<file path="config.mk">
export PLATFORM = sky130hd
export DESIGN_NAME = lfsr_seq_ctrl
export DESIGN_NICKNAME = d
export VERILOG_FILES = /design/src/rtl/lfsr_pkg.sv /design/src/rtl/lfsr_seq_ctrl_node.sv /design/src/rtl/lfsr_seq_ctrl.sv
export SDC_FILE = /design/constraint.sdc
export NUM_CORES = 1
export LEC_CHECK = 0
export ABC_AREA = 1
export CORE_MARGIN = 2
export CORE_UTILIZATION = 52
export DETAILED_ROUTE_END_ITERATION = 10
export PLACE_DENSITY = 0.8
export SETUP_SLACK_MARGIN = 0.1
export SLEW_MARGIN = 20
export SYNTH_ARGS = -nofsm -noshare
export SYNTH_HDL_FRONTEND = slang
export SYNTH_SLANG_ARGS = --single-unit
</file>
<file path="constraint.sdc">
create_clock -name clk -period 1.7 [get_ports clk]
set_input_delay 0.255 -clock clk [delete_from_list [all_inputs] [get_ports clk]]
set_output_delay 0.255 -clock clk [all_outputs]
set_load 0.05 [all_outputs]
</file>
<file path="src/rtl/lfsr_pkg.sv">
`default_nettype none
// ============================================================================
// Module      : lfsr_pkg
// Description : Shared definitions for the LFSR pattern generator: controller
//               state encoding, default geometry constants and the Fibonacci
//               feedback helper.
// Revision    : 1.0 - initial release
// ============================================================================
package lfsr_pkg;

    localparam int          DEF_WIDTH = 16;
    localparam logic [15:0] DEF_TAPS  = 16'hB400;   // x^16+x^14+x^13+x^11+1
    localparam int          DEF_CNT_W = 16;

    // Widest LFSR the feedback helper supports; narrower states are
    // zero-extended by the caller, which leaves the XOR result unchanged.
    localparam int          MAX_W     = 64;

    typedef enum logic [1:0] {
        ST_IDLE = 2'd0,
        ST_LOAD = 2'd1,
        ST_RUN  = 2'd2,
        ST_DONE = 2'd3
    } state_e;

    // Feedback bit of a Fibonacci LFSR: parity of the tapped state bits.
    // The next state is {state[W-2:0], lfsr_fb(state, taps)}.
    function automatic logic lfsr_fb(input logic [MAX_W-1:0] state,
                                     input logic [MAX_W-1:0] taps);
        return ^(state & taps);
    endfunction

endpackage
`default_nettype wire

</file>
<file path="src/rtl/lfsr_seq_ctrl_node.sv">
`default_nettype none
// ============================================================================
// Module      : lfsr_seq_ctrl_node
// Description : One bit of the LFSR register. Load has priority, enable
//               takes d, and with neither asserted the bit clears to 0.
// Ports       : clk, reset_n  - clock, async active-low reset
//               ld, seed      - parallel load of the seed bit (priority)
//               en, d         - load of the next-state bit
//               q             - registered bit value
// Revision    : 1.0 - initial release
// ============================================================================
module lfsr_seq_ctrl_node (
    input  logic clk,
    input  logic reset_n,
    input  logic ld,
    input  logic en,
    input  logic seed,
    input  logic d,
    output logic q
);

    logic q_d;
    logic q_q;

    always_comb begin
        q_d = 1'b0;
        if (ld) begin
            q_d = seed;
        end else if (en) begin
            q_d = d;
        end
    end

    always_ff @(posedge clk or negedge reset_n) begin
        if (!reset_n) begin
            q_q <= 1'b0;
        end else begin
            q_q <= q_d;
        end
    end

    assign q = q_q;

endmodule
`default_nettype wire

</file>
<file path="src/rtl/lfsr_seq_ctrl.sv">
`default_nettype none
// ============================================================================
// Module      : lfsr_seq_ctrl
// Description : Seeded Fibonacci LFSR pattern generator. Captures a seed and a
//               beat count on start, loads the seed into the bit cells, then
//               streams successive LFSR states over valid/ready until the
//               count runs out (done pulse) or stop aborts the run.
// Ports       : clk, reset_n        - clock, async active-low reset
//               start, stop         - run request (IDLE) / abort (RUN)
//               cfg_seed, cfg_len   - seed and beat count, taken on start
//               out_ready           - downstream ready
//               out_valid, out_data - output stream
//               busy, done          - activity flag / completion pulse
//               err_zero_seed       - pulse when start carries a zero seed
// Revision    : 1.0 - initial release
// ============================================================================
module lfsr_seq_ctrl
    import lfsr_pkg::*;
#(
    parameter int               WIDTH = DEF_WIDTH,
    parameter logic [WIDTH-1:0] TAPS  = WIDTH'(DEF_TAPS),
    parameter int               CNT_W = DEF_CNT_W
) (
    input  logic             clk,
    input  logic             reset_n,
    input  logic             start,
    input  logic             stop,
    input  logic [WIDTH-1:0] cfg_seed,
    input  logic [CNT_W-1:0] cfg_len,
    input  logic             out_ready,
    output logic             out_valid,
    output logic [WIDTH-1:0] out_data,
    output logic             busy,
    output logic             done,
    output logic             err_zero_seed
);

    state_e           state_d, state_q;
    logic [WIDTH-1:0] seed_d, seed_q;
    logic [CNT_W-1:0] remaining_d, remaining_q;
    logic             valid_d, valid_q;
    logic             busy_d, busy_q;
    logic             done_d, done_q;
    logic             err_d, err_q;

    logic             cell_ld;
    logic             cell_en;
    logic [WIDTH-1:0] cell_d;
    logic [WIDTH-1:0] cell_q;
    logic [WIDTH-1:0] lfsr_next;

    assign lfsr_next = {cell_q[WIDTH-2:0],
                        lfsr_fb(MAX_W'(cell_q), MAX_W'(TAPS))};

    genvar gi;
    generate
        for (gi = 0; gi < WIDTH; gi++) begin : g_node
            lfsr_seq_ctrl_node u_node (
                .clk     (clk),
                .reset_n (reset_n),
                .ld      (cell_ld),
                .en      (cell_en),
                .seed    (seed_q[gi]),
                .d       (cell_d[gi]),
                .q       (cell_q[gi])
            );
        end
    endgenerate

    always_comb begin
        state_d     = state_q;
        seed_d      = seed_q;
        remaining_d = remaining_q;
        err_d       = 1'b0;
        // Cells clear unless explicitly loaded or held.
        cell_ld     = 1'b0;
        cell_en     = 1'b0;
        cell_d      = cell_q;

        case (state_q)
            ST_IDLE: begin
                if (start) begin
                    if (cfg_seed == '0) begin
                        err_d = 1'b1;
                    end else if (cfg_len == '0) begin
                        state_d = ST_DONE;
                    end else begin
                        seed_d      = cfg_seed;
                        remaining_d = cfg_len;
                        state_d     = ST_LOAD;
                    end
                end
            end
            ST_LOAD: begin
                cell_ld = 1'b1;
                state_d = ST_RUN;
            end
            ST_RUN: begin
                // Hold is en=1 with d=q; advance only on a handshake.
                cell_en = 1'b1;
                if (out_ready) begin
                    cell_d      = lfsr_next;
                    remaining_d = remaining_q - CNT_W'(1);
                    if (remaining_q == CNT_W'(1)) begin
                        state_d = ST_DONE;
                    end
                end
                // Abort overrides completion; a same-cycle handshake has
                // already been presented and is treated as delivered.
                if (stop) begin
                    state_d     = ST_IDLE;
                    remaining_d = '0;
                end
            end
            ST_DONE: begin
                state_d = ST_IDLE;
            end
            default: begin
                state_d = ST_IDLE;
            end
        endcase

        // Status outputs are registered copies of the upcoming state.
        valid_d = (state_d == ST_RUN);
        busy_d  = (state_d == ST_LOAD) || (state_d == ST_RUN);
        done_d  = (state_d == ST_DONE);
    end

    always_ff @(posedge clk or negedge reset_n) begin
        if (!reset_n) begin
            state_q     <= ST_IDLE;
            seed_q      <= '0;
            remaining_q <= '0;
            valid_q     <= 1'b0;
            busy_q      <= 1'b0;
            done_q      <= 1'b0;
            err_q       <= 1'b0;
        end else begin
            state_q     <= state_d;
            seed_q      <= seed_d;
            remaining_q <= remaining_d;
            valid_q     <= valid_d;
            busy_q      <= busy_d;
            done_q      <= done_d;
            err_q       <= err_d;
        end
    end

    assign out_valid     = valid_q;
    // Cells may still hold a stale advanced value on the cycle after a run
    // ends, so data is forced to zero whenever it is not valid.
    assign out_data      = valid_q ? cell_q : '0;
    assign busy          = busy_q;
    assign done          = done_q;
    assign err_zero_seed = err_q;

endmodule
`default_nettype wire

</file>
==> flow_summary.rst, run 1 <==
.. list-table::
   :header-rows: 1

   * - Metric
     - Value
   * - Status
     - completed
   * - WHS Path Cells
     - 3
   * - Detailed-route vias per instance
     - 5.14
   * - Unrepaired setup endpoints after global routing
     - yes
   * - Number of warning messages in the yosys log
     - 0
   * - Worst setup startpoint
     - out_valid
   * - Final GP Congestion
     - 0.881
   * - Ant. Diodes
     - 0
   * - Upper clock frequency limit
     - between 0.6 and 0.7 GHz
   * - Worst Slack Setup Final
     - approximately 0.11 ns
   * - Master of the slowest instance on the critical path
     - sky130_fd_sc_hd__dfrtp_4
   * - Endpoint of the worst register-to-register path
     - busy
   * - Largest fanout on the critical path
     - 17
   * - Longest Clk Path Bufs
     - 2
   * - Clock H-tree levels
     - 2
   * - Final setup vio count
     - 0
   * - # rows
     - 28
   * - Core Region
     - 0.00582 mm²
   * - Critical path required time
     - 1.44 ns
   * - Startpoint Class
     - flip-flop
   * - Dominant combinational cell family by area after synthesis
     - simple AND/OR/NAND/NOR gates
   * - VDD IR-drop max
     - 1.24 mV
   * - Maximum number of pins on one net before global-route repair
     - 39
   * - Number of I/O port buffers
     - 56
   * - Max Slew Vio Count
     - 0
   * - Most used cells in the layout excluding fill and tap cells
     - sky130_fd_sc_hd__nand2_1 (215), sky130_fd_sc_hd__nor2_1 (53), sky130_fd_sc_hd__dfrtp_1 (48), sky130_fd_sc_hd__inv_1 (38), sky130_fd_sc_hd__clkdlybuf4s50_1 (33)
   * - DRT Wirelength
     - 7980 µm
   * - Data arrival time of the critical path
     - 1.33 ns
   * - Post-route DRC
     - 0
   * - Total via count in the routed design
     - 3192
   * - Min-delay src
     - cfg_seed[13]
   * - Antenna violations before repair
     - 0
   * - Crit-path cells
     - nand2_1, clkinvlp_4, buf_12
   * - DR WL/cell
     - about 13 µm
   * - Final Hold Fails
     - 0
   * - Sink count of the clock tree
     - 54
   * - Share of synthesized area occupied by flip-flops and latches
     - 43.9%
   * - Drt first-iter violations
     - 328
   * - Share of synthesized cell area in full adder, half adder and majority cells
     - 1.22%
   * - Fraction of layout cells with a size suffix above 1
     - 17.8%
   * - Worst R2R Setup Slack
     - 0.13 ns
   * - Count of filler cells inserted in the layout
     - around 480
   * - Antenna violation net count after detailed routing
     - 0
   * - Standard cell area after detailed placement
     - between 0.004 and 0.005 mm²
   * - Post-placement setup slack
     - -0.194 ns
   * - Register-to-Register Path Depth
     - 8
   * - TritonCTS clock tree
     - yes
   * - Category of the worst setup path capture point
     - output pin
   * - GRT Overall Usage
     - 25.2%
   * - Critical register-to-register path startpoint
     - remaining_q[12]
   * - Y dimension of the die
     - 80.9 µm
   * - Post-Route Skew
     - between 0.006 and 0.007 ns
   * - Peak per-stage delay on the critical path
     - 0.59 ns
   * - Measured slew at the worst slew-check pin
     - 0.434 ns
   * - Multiplexer share of the synthesized area
     - 0%
   * - Starting density of the core
     - 52.9%
   * - Share of the synthesized area in compound gates (AO/OA/AOI/OAI)
     - ~6.3%
   * - Worst-case hold path end point
     - seed_q[13]
   * - Final Hold Slack
     - about 0.2 ns
   * - Final instance area
     - 0.00431 mm²
   * - Crit path time final
     - 1.59 ns
   * - HPWL reported at the end of detailed placement
     - 5650 µm
   * - Count of distinct cell types in the synthesized netlist
     - 25
   * - Worst slew slack as a fraction of its limit
     - 71.1%
   * - Floorplan die width
     - 80.9 µm
   * - Area growth, synth to finish
     - 40.2%
   * - Buffer type at the clock tree root
     - sky130_fd_sc_hd__clkbuf_8
   * - Mean instance size in the synthesized netlist
     - 6.59 µm²
   * - Post-synth net total
     - 507
   * - Inserted Clock Buffers
     - 5
   * - Via count of the first global-routing pass
     - 2921
   * - Sum of overflow across all layers after global routing
     - 0
   * - Post-Synthesis Cell Area
     - 0.00308 mm²
   * - Worst-skew pair later-pin latency
     - 0.32 ns
   * - Die Outline Area
     - 0.00655 mm²
   * - # IOs
     - between 50 and 60
   * - Path type of the worst min-delay path
     - in2reg
   * - Post-synthesis cell count
     - 467
   * - Net count reported at finish
     - 585
   * - Area share of xor/xnor cells in the synthesized design
     - 0.569%
   * - Power density relative to cell area
     - 1510 mW/mm²
   * - Class of the most critical setup path
     - reg2out
   * - Max-cap check violation count
     - 0
   * - Static Leakage
     - 2.18 nW
   * - First-pass iteration count of the detailed router
     - 5
   * - Leading cell type in the layout, fill and taps excluded
     - sky130_fd_sc_hd__nand2_1
   * - Final clock period utilization by the worst path
     - 93.5%
   * - Worst-path clk slew
     - 0.11 ns
   * - Wire length of the first global-routing pass
     - 13000 µm
   * - Synthesized-area fraction occupied by and/or/nand/nor cells
     - 39.7%
   * - Total of flip-flops plus latches after synthesis
     - 54
cells by family after synthesis:
kind of cell	Yosys count
AOI/OAI and AO/OA	35
adders and majority gates	3
xor gates and xnor gates	2
DFF	54
buffers and inverters	64
and+or+nand+nor	309
per-layer routing:
metal  track usage (%)  vias up  routed length [µm]
met5                 0        -                   0
met4              7.63        0                 131
met3              4.44       16                 470
met2              40.2      119                3850
met1              35.2     1477                3530
li1                  -     1580                   -
metrics by stage:
step           std cells  TNS, ns  total power, mW  utilization (%)
4_1_cts              615        0             6.23             71.8
3_5_place_dp         604    -3.49             5.38             69.6
6_report             621        0             6.51             74.2
3_3_place_gp         604    -1.02             5.26             69.6
2_1_floorplan        467        0             4.24                -
5_1_grt              621        0             7.01             74.2
power by group:
group / total [mW] / internal [mW] / switching [mW]
sequential: 2.38 / 1.84 / 0.539
combinational: 3.34 / 1.41 / 1.94
clock: 0.786 / 0.307 / 0.479
total: 6.51 / 3.56 / 2.95
worst max-delay path, delay by kind of cell (launching register included):
| kind | cells | cell delay, ns |
|---|---|---|
| buffers and inverters | 2 | 0.27 |
| DFF | 1 | 0.59 |
| and+or+nand+nor | 1 | 0.15 |
final cells by class:
class | instances | area [µm²] | share of cell area [%]
repair buffers | 85 | 997 | 23.1
well taps | 75 | 93.8 | 2.18
multi-input cells | 349 | 1540 | 35.7
clock inverters | 3 | 28.8 | 0.667
clock buffers | 5 | 68.8 | 1.60
inverters | 50 | 225 | 5.22
flip-flops and latches | 54 | 1360 | 31.6
state kept, by name, indices dropped and copies added (netlist names):
register         flops
g_node.u_node.q     16
remaining_q         16
seed_q              16
state_q              2
busy                 1
done                 1
err_zero_seed        1
out_valid            1
repair_timing:
item / CTS / global route
hold endpoints to repair: 16 / 0
endpoints found under the setup margin: 3 / 32
setup buffers: 2 / 6
hold buffers: 1 / 0
pin swaps: 0 / 11
gates resized for setup: 2 / 27
worst max-delay path by stage:
stage                   end  slack (ns)  cells past startpoint
2_1_floorplan  out_data[10]        0.20                      4
3_3_place_gp           busy        -0.1                     11
4_1_cts                busy        0.11                      8
3_5_place_dp           busy       -0.19                     10
6_report       out_data[11]        0.11                      3
5_1_grt                busy        0.07                     10
synth_stat cells:
cell type	instances	area, µm²
sky130_fd_sc_hd__buf_6	1	11.3
sky130_fd_sc_hd__nor2_2	2	12.5
sky130_fd_sc_hd__ha_1	3	37.5
sky130_fd_sc_hd__or2_2	1	6.26
sky130_fd_sc_hd__nor3_1	1	5.00
sky130_fd_sc_hd__o21ai_0	17	85.1
sky130_fd_sc_hd__nand4_1	3	18.8
sky130_fd_sc_hd__inv_1	49	184
sky130_fd_sc_hd__nand3_1	18	90.1
sky130_fd_sc_hd__buf_1	2	7.51
sky130_fd_sc_hd__a31oi_1	12	75.1
sky130_fd_sc_hd__nor2_1	63	236
sky130_fd_sc_hd__inv_2	1	3.75
sky130_fd_sc_hd__nand4_2	1	12.5
sky130_fd_sc_hd__o21bai_1	1	7.51
sky130_fd_sc_hd__buf_4	1	7.51
sky130_fd_sc_hd__clkbuf_1	6	22.5
sky130_fd_sc_hd__nand3b_1	1	7.51
sky130_fd_sc_hd__xnor2_1	2	17.5
sky130_fd_sc_hd__nand2_1	217	815
sky130_fd_sc_hd__buf_2	4	20.0
sky130_fd_sc_hd__a21oi_1	5	25.0
sky130_fd_sc_hd__dfrtp_1	54	1350
sky130_fd_sc_hd__nand2_2	1	6.26
sky130_fd_sc_hd__nor2_4	1	11.3
Note: power is estimated with default switching activity, not from simulation.
==> run 2, diff against run 1 <==
--- a/config.mk
+++ b/config.mk
@@ -9,7 +9,7 @@
 export CORE_MARGIN = 2
 export CORE_UTILIZATION = 52
 export DETAILED_ROUTE_END_ITERATION = 10
-export PLACE_DENSITY = 0.8
+export PLACE_DENSITY = 0.86
 export SETUP_SLACK_MARGIN = 0.1
 export SLEW_MARGIN = 20
 export SYNTH_ARGS = -nofsm -noshare
==> run 2 against run 1 <==
Net effect:
- flip-flop and latch count stayed put
- design area is 1.4% lower
- critical path depth is 5 higher
- clock skew is 0.0031 ns higher
- highest routed layer unchanged
- worst setup slack worse by 0.069 ns
- critical endpoint is now busy
- global-route usage is 0.26 points higher
==> flow_summary.rst, run 2 (synthesis gave the netlist of run 1 again) <==
.. list-table::
   :header-rows: 1

   * - Metric
     - Value
   * - Most used cells in the layout excluding fill and tap cells
     - sky130_fd_sc_hd__nand2_1 (217), sky130_fd_sc_hd__nor2_1 (57), sky130_fd_sc_hd__dfrtp_1 (53), sky130_fd_sc_hd__inv_1 (39), sky130_fd_sc_hd__clkdlybuf4s50_1 (35)
   * - Post-placement setup slack
     - -0.170 ns
   * - Critical path required time
     - 1.92 ns
   * - DR WL/cell
     - ~13 µm
   * - Power density relative to cell area
     - 1510 mW/mm²
   * - Die Outline Area
     - 0.00655 mm²
   * - Via count of the first global-routing pass
     - just under 3000
   * - Final setup vio count
     - 0
   * - Crit path time final
     - approximately 1.7 ns
   * - Buffer type at the clock tree root
     - sky130_fd_sc_hd__clkbuf_8
   * - Antenna violations before repair
     - 0
   * - TritonCTS clock tree
     - yes
   * - Total Power
     - approximately 6.4 mW
   * - Net count reported at finish
     - 584
   * - DRT Wirelength
     - 8050 µm
   * - First-pass iteration count of the detailed router
     - 5
   * - Unrepaired setup endpoints after global routing
     - yes
   * - Final GP Congestion
     - 0.910
   * - Max-cap check violation count
     - 0
   * - Starting density of the core
     - a little over half
   * - Upper clock frequency limit
     - 0.603 GHz
   * - Worst Slack Setup Final
     - 0.0417 ns
   * - Maximum number of pins on one net before global-route repair
     - 39
   * - Startpoint Class
     - flip-flop
   * - Detailed-route vias per instance
     - between 5 and 6
   * - Clock H-tree levels
     - 2
   * - Floorplan die width
     - 80.9 µm
   * - Longest Clk Path Bufs
     - 2
   * - Largest fanout on the critical path
     - 5
   * - GRT Overall Usage
     - 25.5%
   * - # IOs
     - 57
   * - Antenna violation net count after detailed routing
     - 0
   * - Fraction of layout cells with a size suffix above 1
     - approximately 15%
   * - Category of the worst setup path capture point
     - flip-flop
   * - HPWL reported at the end of detailed placement
     - approximately 5800 µm
   * - Static Leakage
     - 2.15 nW
   * - Total via count in the routed design
     - 3216
   * - Area growth, synth to finish
     - 38.3%
   * - Worst-skew pair later-pin latency
     - between 0.3 and 0.4 ns
   * - Post-route DRC
     - 0
   * - Leading cell type in the layout, fill and taps excluded
     - sky130_fd_sc_hd__nand2_1
   * - VDD IR-drop max
     - 1.04 mV
   * - Non-filler instance count after layout
     - 620
   * - Final clock period utilization by the worst path
     - 97.6%
   * - Sink count of the clock tree
     - 54
   * - Post-Route Skew
     - about 0.01 ns
   * - Path type of the worst min-delay path
     - in2async
   * - Cell Count Post-Placement
     - 605
   * - Wire length of the first global-routing pass
     - 13000 µm
   * - Number of I/O port buffers
     - 56
   * - Inserted Clock Buffers
     - 5
   * - Sum of overflow across all layers after global routing
     - 0
   * - Data arrival time of the critical path
     - 1.88 ns
   * - Core Region
     - 0.00582 mm²
   * - Status
     - completed
   * - Measured slew at the worst slew-check pin
     - 0.454 ns
   * - Y dimension of the die
     - 80.9 µm
   * - Worst slew slack as a fraction of its limit
     - 69.7%
   * - Worst-path clk slew
     - 0.10 ns
   * - Max Slew Vio Count
     - 0
   * - Class of the most critical setup path
     - reg2reg
   * - # rows
     - 28
   * - Ant. Diodes
     - 0
   * - Drt first-iter violations
     - between 300 and 400
   * - Final Hold Fails
     - 0
run 2: cell types whose count changed in the layout (fill, tap and decap cells not counted), moves of 4 or more:
cell                      change
sky130_fd_sc_hd__nor2_1       +4
sky130_fd_sc_hd__dfrtp_2      -5
sky130_fd_sc_hd__nor2_2       -4
sky130_fd_sc_hd__dfrtp_1      +5
run 2: power by group:
group | switching (mW) | internal (mW)
combinational | 1.95 | 1.35
clock | 0.462 | 0.304
sequential | 0.535 | 1.83
total | 2.94 | 3.48
run 2: timing repair:
action / CTS / global route
endpoints found under the setup margin: 2 / 34
endpoints found under the hold margin: 16 / 0
setup buffers: 1 / 5
hold buffers: 1 / 0
gates resized for setup: 1 / 13
pin swaps: 0 / 7
run 2: final cells by class:
cell class                      instances  area (µm²)
Sequential cell                        54        1360
Fill cell                             438        1560
Inverter                               50         225
Tap cell                               75        93.8
Multi-Input combinational cell        349        1510
Clock inverter                          3        26.3
Clock buffer                            5        68.8
Timing Repair Buffer                   84         972
run 2: path summary, 6_finish.rpt:
path                       slack, ns             from  cells past startpoint             end
min                             0.41          reset_n                      2  remaining_q[6]
min in group clk                0.49      cfg_seed[4]                      3       seed_q[4]
min reg2reg                     0.50        seed_q[8]                      2       seed_q[8]
max in group asynchronous       0.75          reset_n                      3       seed_q[0]
max                             0.04  remaining_q[10]                      8            busy
max reg2reg                     0.04  remaining_q[10]                      8            busy
run 2: critical path, cell delays in order, from the launching register on:
cell and delay (ns):
sky130_fd_sc_hd__dfrtp_1 0.45, sky130_fd_sc_hd__nor2_2 0.16, sky130_fd_sc_hd__nand2_1 0.12, sky130_fd_sc_hd__nor2_2 0.18
sky130_fd_sc_hd__nand4_1 0.14, sky130_fd_sc_hd__nand2_1 0.12, sky130_fd_sc_hd__inv_1 0.07, sky130_fd_sc_hd__ha_1 0.28
sky130_fd_sc_hd__inv_1 0.04
run 2: per-stage QoR:
stage	area (µm²)	setup TNS [ns]	hold slack [ns]	utilization (%)
6_report	4250	0	0.408	73.1
5_1_grt	4250	-0.0532	0.468	73.1
2_1_floorplan	3120	0	-0.0406	-
3_3_place_gp	4040	-3.01	0.214	69.5
3_5_place_dp	4040	-3.80	0.227	69.5
4_1_cts	4160	0	0.421	71.5
run 2: routing by layer:
layer / GRT usage, % / wire [µm] / share of wire, %
met5: 0 / 0 / 0
met2: 42.9 / 3910 / 49
met1: 34.3 / 3470 / 43
met4: 6.61 / 137 / 1.7
met3: 4.22 / 540 / 6.7
==> run 3, diff against run 2 <==
--- a/config.mk
+++ b/config.mk
@@ -9,9 +9,10 @@
 export CORE_MARGIN = 2
 export CORE_UTILIZATION = 52
 export DETAILED_ROUTE_END_ITERATION = 10
+export GPL_TIMING_DRIVEN = 0
 export PLACE_DENSITY = 0.86
 export SETUP_SLACK_MARGIN = 0.1
-export SLEW_MARGIN = 20
+export SLEW_MARGIN = 0
 export SYNTH_ARGS = -nofsm -noshare
 export SYNTH_HDL_FRONTEND = slang
 export SYNTH_SLANG_ARGS = --single-unit
==> run 3 against run 2 <==
Net effect:
- power rose by 2.1%
- non-clock buffer count decreased by 5
- highest routed layer unchanged
- critical endpoint is now out_data[11]
- largest cell class unchanged
- largest power group unchanged
- cell count shrank 0.81%
==> flow_summary.rst, run 3 (synthesis gave the netlist of run 1 again) <==
.. list-table::
   :header-rows: 1

   * - Metric
     - Value
   * - Leading cell type in the layout, fill and taps excluded
     - sky130_fd_sc_hd__nand2_1
   * - Detailed-route vias per instance
     - 5.18
   * - Startpoint Class
     - flip-flop
   * - Crit path time final
     - 1.62 ns
   * - Unrepaired setup endpoints after global routing
     - yes
   * - Ant. Diodes
     - 0
   * - VDD IR-drop max
     - approximately 1.3 mV
   * - Sink count of the clock tree
     - 54
   * - Category of the worst setup path capture point
     - output pin
   * - Total via count in the routed design
     - 3183
   * - Worst-path clk slew
     - 0.11 ns
   * - Post-placement setup slack
     - -0.490 ns
   * - Post-Route Skew
     - about 0.014 ns
   * - Antenna violation net count after detailed routing
     - 0
   * - Final Hold Fails
     - 0
   * - Number of I/O port buffers
     - between 50 and 60
   * - Wire length of the first global-routing pass
     - 12900 µm
   * - DRT Wirelength
     - 8320 µm
   * - Final setup vio count
     - 0
   * - Clock H-tree levels
     - 2
   * - Die Outline Area
     - roughly 0.0065 mm²
   * - # IOs
     - 57
   * - DR WL/cell
     - 13.5 µm
   * - Worst-skew pair later-pin latency
     - about 0.32 ns
   * - Upper clock frequency limit
     - 0.617 GHz
   * - Drt first-iter violations
     - 286
   * - Data arrival time of the critical path
     - 1.37 ns
   * - Buffer type at the clock tree root
     - sky130_fd_sc_hd__clkbuf_8
   * - GRT Overall Usage
     - around 26%
   * - Critical path required time
     - around 1.4 ns
   * - HPWL reported at the end of detailed placement
     - between 5000 and 6000 µm
   * - Measured slew at the worst slew-check pin
     - around 0.49 ns
   * - Status
     - completed
   * - Net count reported at finish
     - about 580
   * - Post-route setup TNS
     - 0 ns
   * - Via count of the first global-routing pass
     - roughly 2900
   * - Maximum number of pins on one net before global-route repair
     - 39
   * - Antenna violations before repair
     - 0
   * - Most used cells in the layout excluding fill and tap cells
     - sky130_fd_sc_hd__nand2_1 (205), sky130_fd_sc_hd__nor2_1 (53), sky130_fd_sc_hd__dfrtp_1 (51), sky130_fd_sc_hd__inv_1 (38), sky130_fd_sc_hd__clkdlybuf4s50_1 (35)
   * - Sum of overflow across all layers after global routing
     - 0
   * - Class of the most critical setup path
     - reg2out
   * - Path type of the worst min-delay path
     - in2async
   * - Area growth, synth to finish
     - 36.6%
   * - Final GP Congestion
     - 0.894
   * - # rows
     - 28
   * - Y dimension of the die
     - just over 80 µm
   * - Max Slew Vio Count
     - 0
   * - Largest fanout on the critical path
     - 8
   * - TritonCTS clock tree
     - yes
   * - Static Leakage
     - 2.21 nW
   * - Core Region
     - 0.00582 mm²
   * - Floorplan die width
     - between 80 and 90 µm
   * - First-pass iteration count of the detailed router
     - 5
   * - Final clock period utilization by the worst path
     - between 90% and 100%
   * - Worst slew slack as a fraction of its limit
     - 67.1%
   * - Inserted Clock Buffers
     - 5
   * - Fraction of layout cells with a size suffix above 1
     - 17.0%
   * - Power density relative to cell area
     - between 1500 and 2000 mW/mm²
   * - Post-route DRC
     - 0
   * - Count of filler cells inserted in the layout
     - 464
   * - Starting density of the core
     - 52.9%
   * - Longest Clk Path Bufs
     - 2
   * - Max-cap check violation count
     - 0
   * - Worst Slack Setup Final
     - roughly 0.080 ns
## run 3: cell type report
class | count | area [µm²] | share of cell area, %
Multi-Input combinational cell | 349 | 1630 | 38.8
Clock inverter | 3 | 45.0 | 1.07
Timing Repair Buffer | 66 | 678 | 16.1
Clock buffer | 5 | 68.8 | 1.64
Buffer | 13 | 104 | 2.47
Tap cell | 75 | 93.8 | 2.23
Sequential cell | 54 | 1360 | 32.3
Inverter | 50 | 225 | 5.36
## run 3: path summary, 6_finish.rpt
check | from | end | slack, ns | cells after the start
min | reset_n | remaining_q[7] | 0.39 | 2
min in group clk | cfg_seed[3] | seed_q[3] | 0.50 | 3
max in group asynchronous | reset_n | out_valid | 0.74 | 3
max | out_valid | out_data[11] | 0.08 | 5
min reg2reg | seed_q[9] | seed_q[9] | 0.50 | 2
max reg2reg | state_q[0] | busy | 0.09 | 9
## run 3: metrics by stage
stage / power [mW] / instance area (µm²) / instances / util [%] / hold WS (ns)
5_1_grt: 7.04 / 4200 / 615 / 72.2 / 0.437
3_5_place_dp: 5.08 / 3790 / 599 / 65.1 / 0.216
6_report: 6.57 / 4200 / 615 / 72.2 / 0.393
4_1_cts: 6.33 / 4100 / 612 / 70.6 / 0.399
2_1_floorplan: 4.24 / 3120 / 467 / - / -0.0406
3_3_place_gp: 4.95 / 3770 / 598 / 64.8 / 0.464
## run 3: per-layer routing
metal  track usage, %  part of all wire (%)  up-vias
met2             42.5                    48      133
li1                 -                     -     1569
met1             34.5                    43     1462
met5                0                     0        -
met3             4.11                   6.5       19
met4             8.14                   2.5        0
## run 3: where the power goes
group          total [mW]  switching (mW)  leakage (nW)  internal, mW
registers            2.38           0.548         0.683          1.83
logic                3.30            2.07          1.48          1.23
clock network       0.891           0.452        0.0504         0.439
## run 3: worst max-delay path: stages (launching register included)
cell and delay (ns):
sky130_fd_sc_hd__dfrtp_2 0.44, sky130_fd_sc_hd__buf_8 0.15, sky130_fd_sc_hd__clkbuf_16 0.16, sky130_fd_sc_hd__nand2_4 0.06, sky130_fd_sc_hd__clkinvlp_4 0.09, sky130_fd_sc_hd__buf_8 0.15
## run 3: what timing repair did
item / in CTS / in global routing
resized for setup: 143 / 33
hold buffers: 1 / 0
pin swaps: 1 / 5
cloned: 1 / 0
setup endpoints to repair: 43 / 53
endpoints found under the hold margin: 16 / 0
buffers inserted: 3 / 4
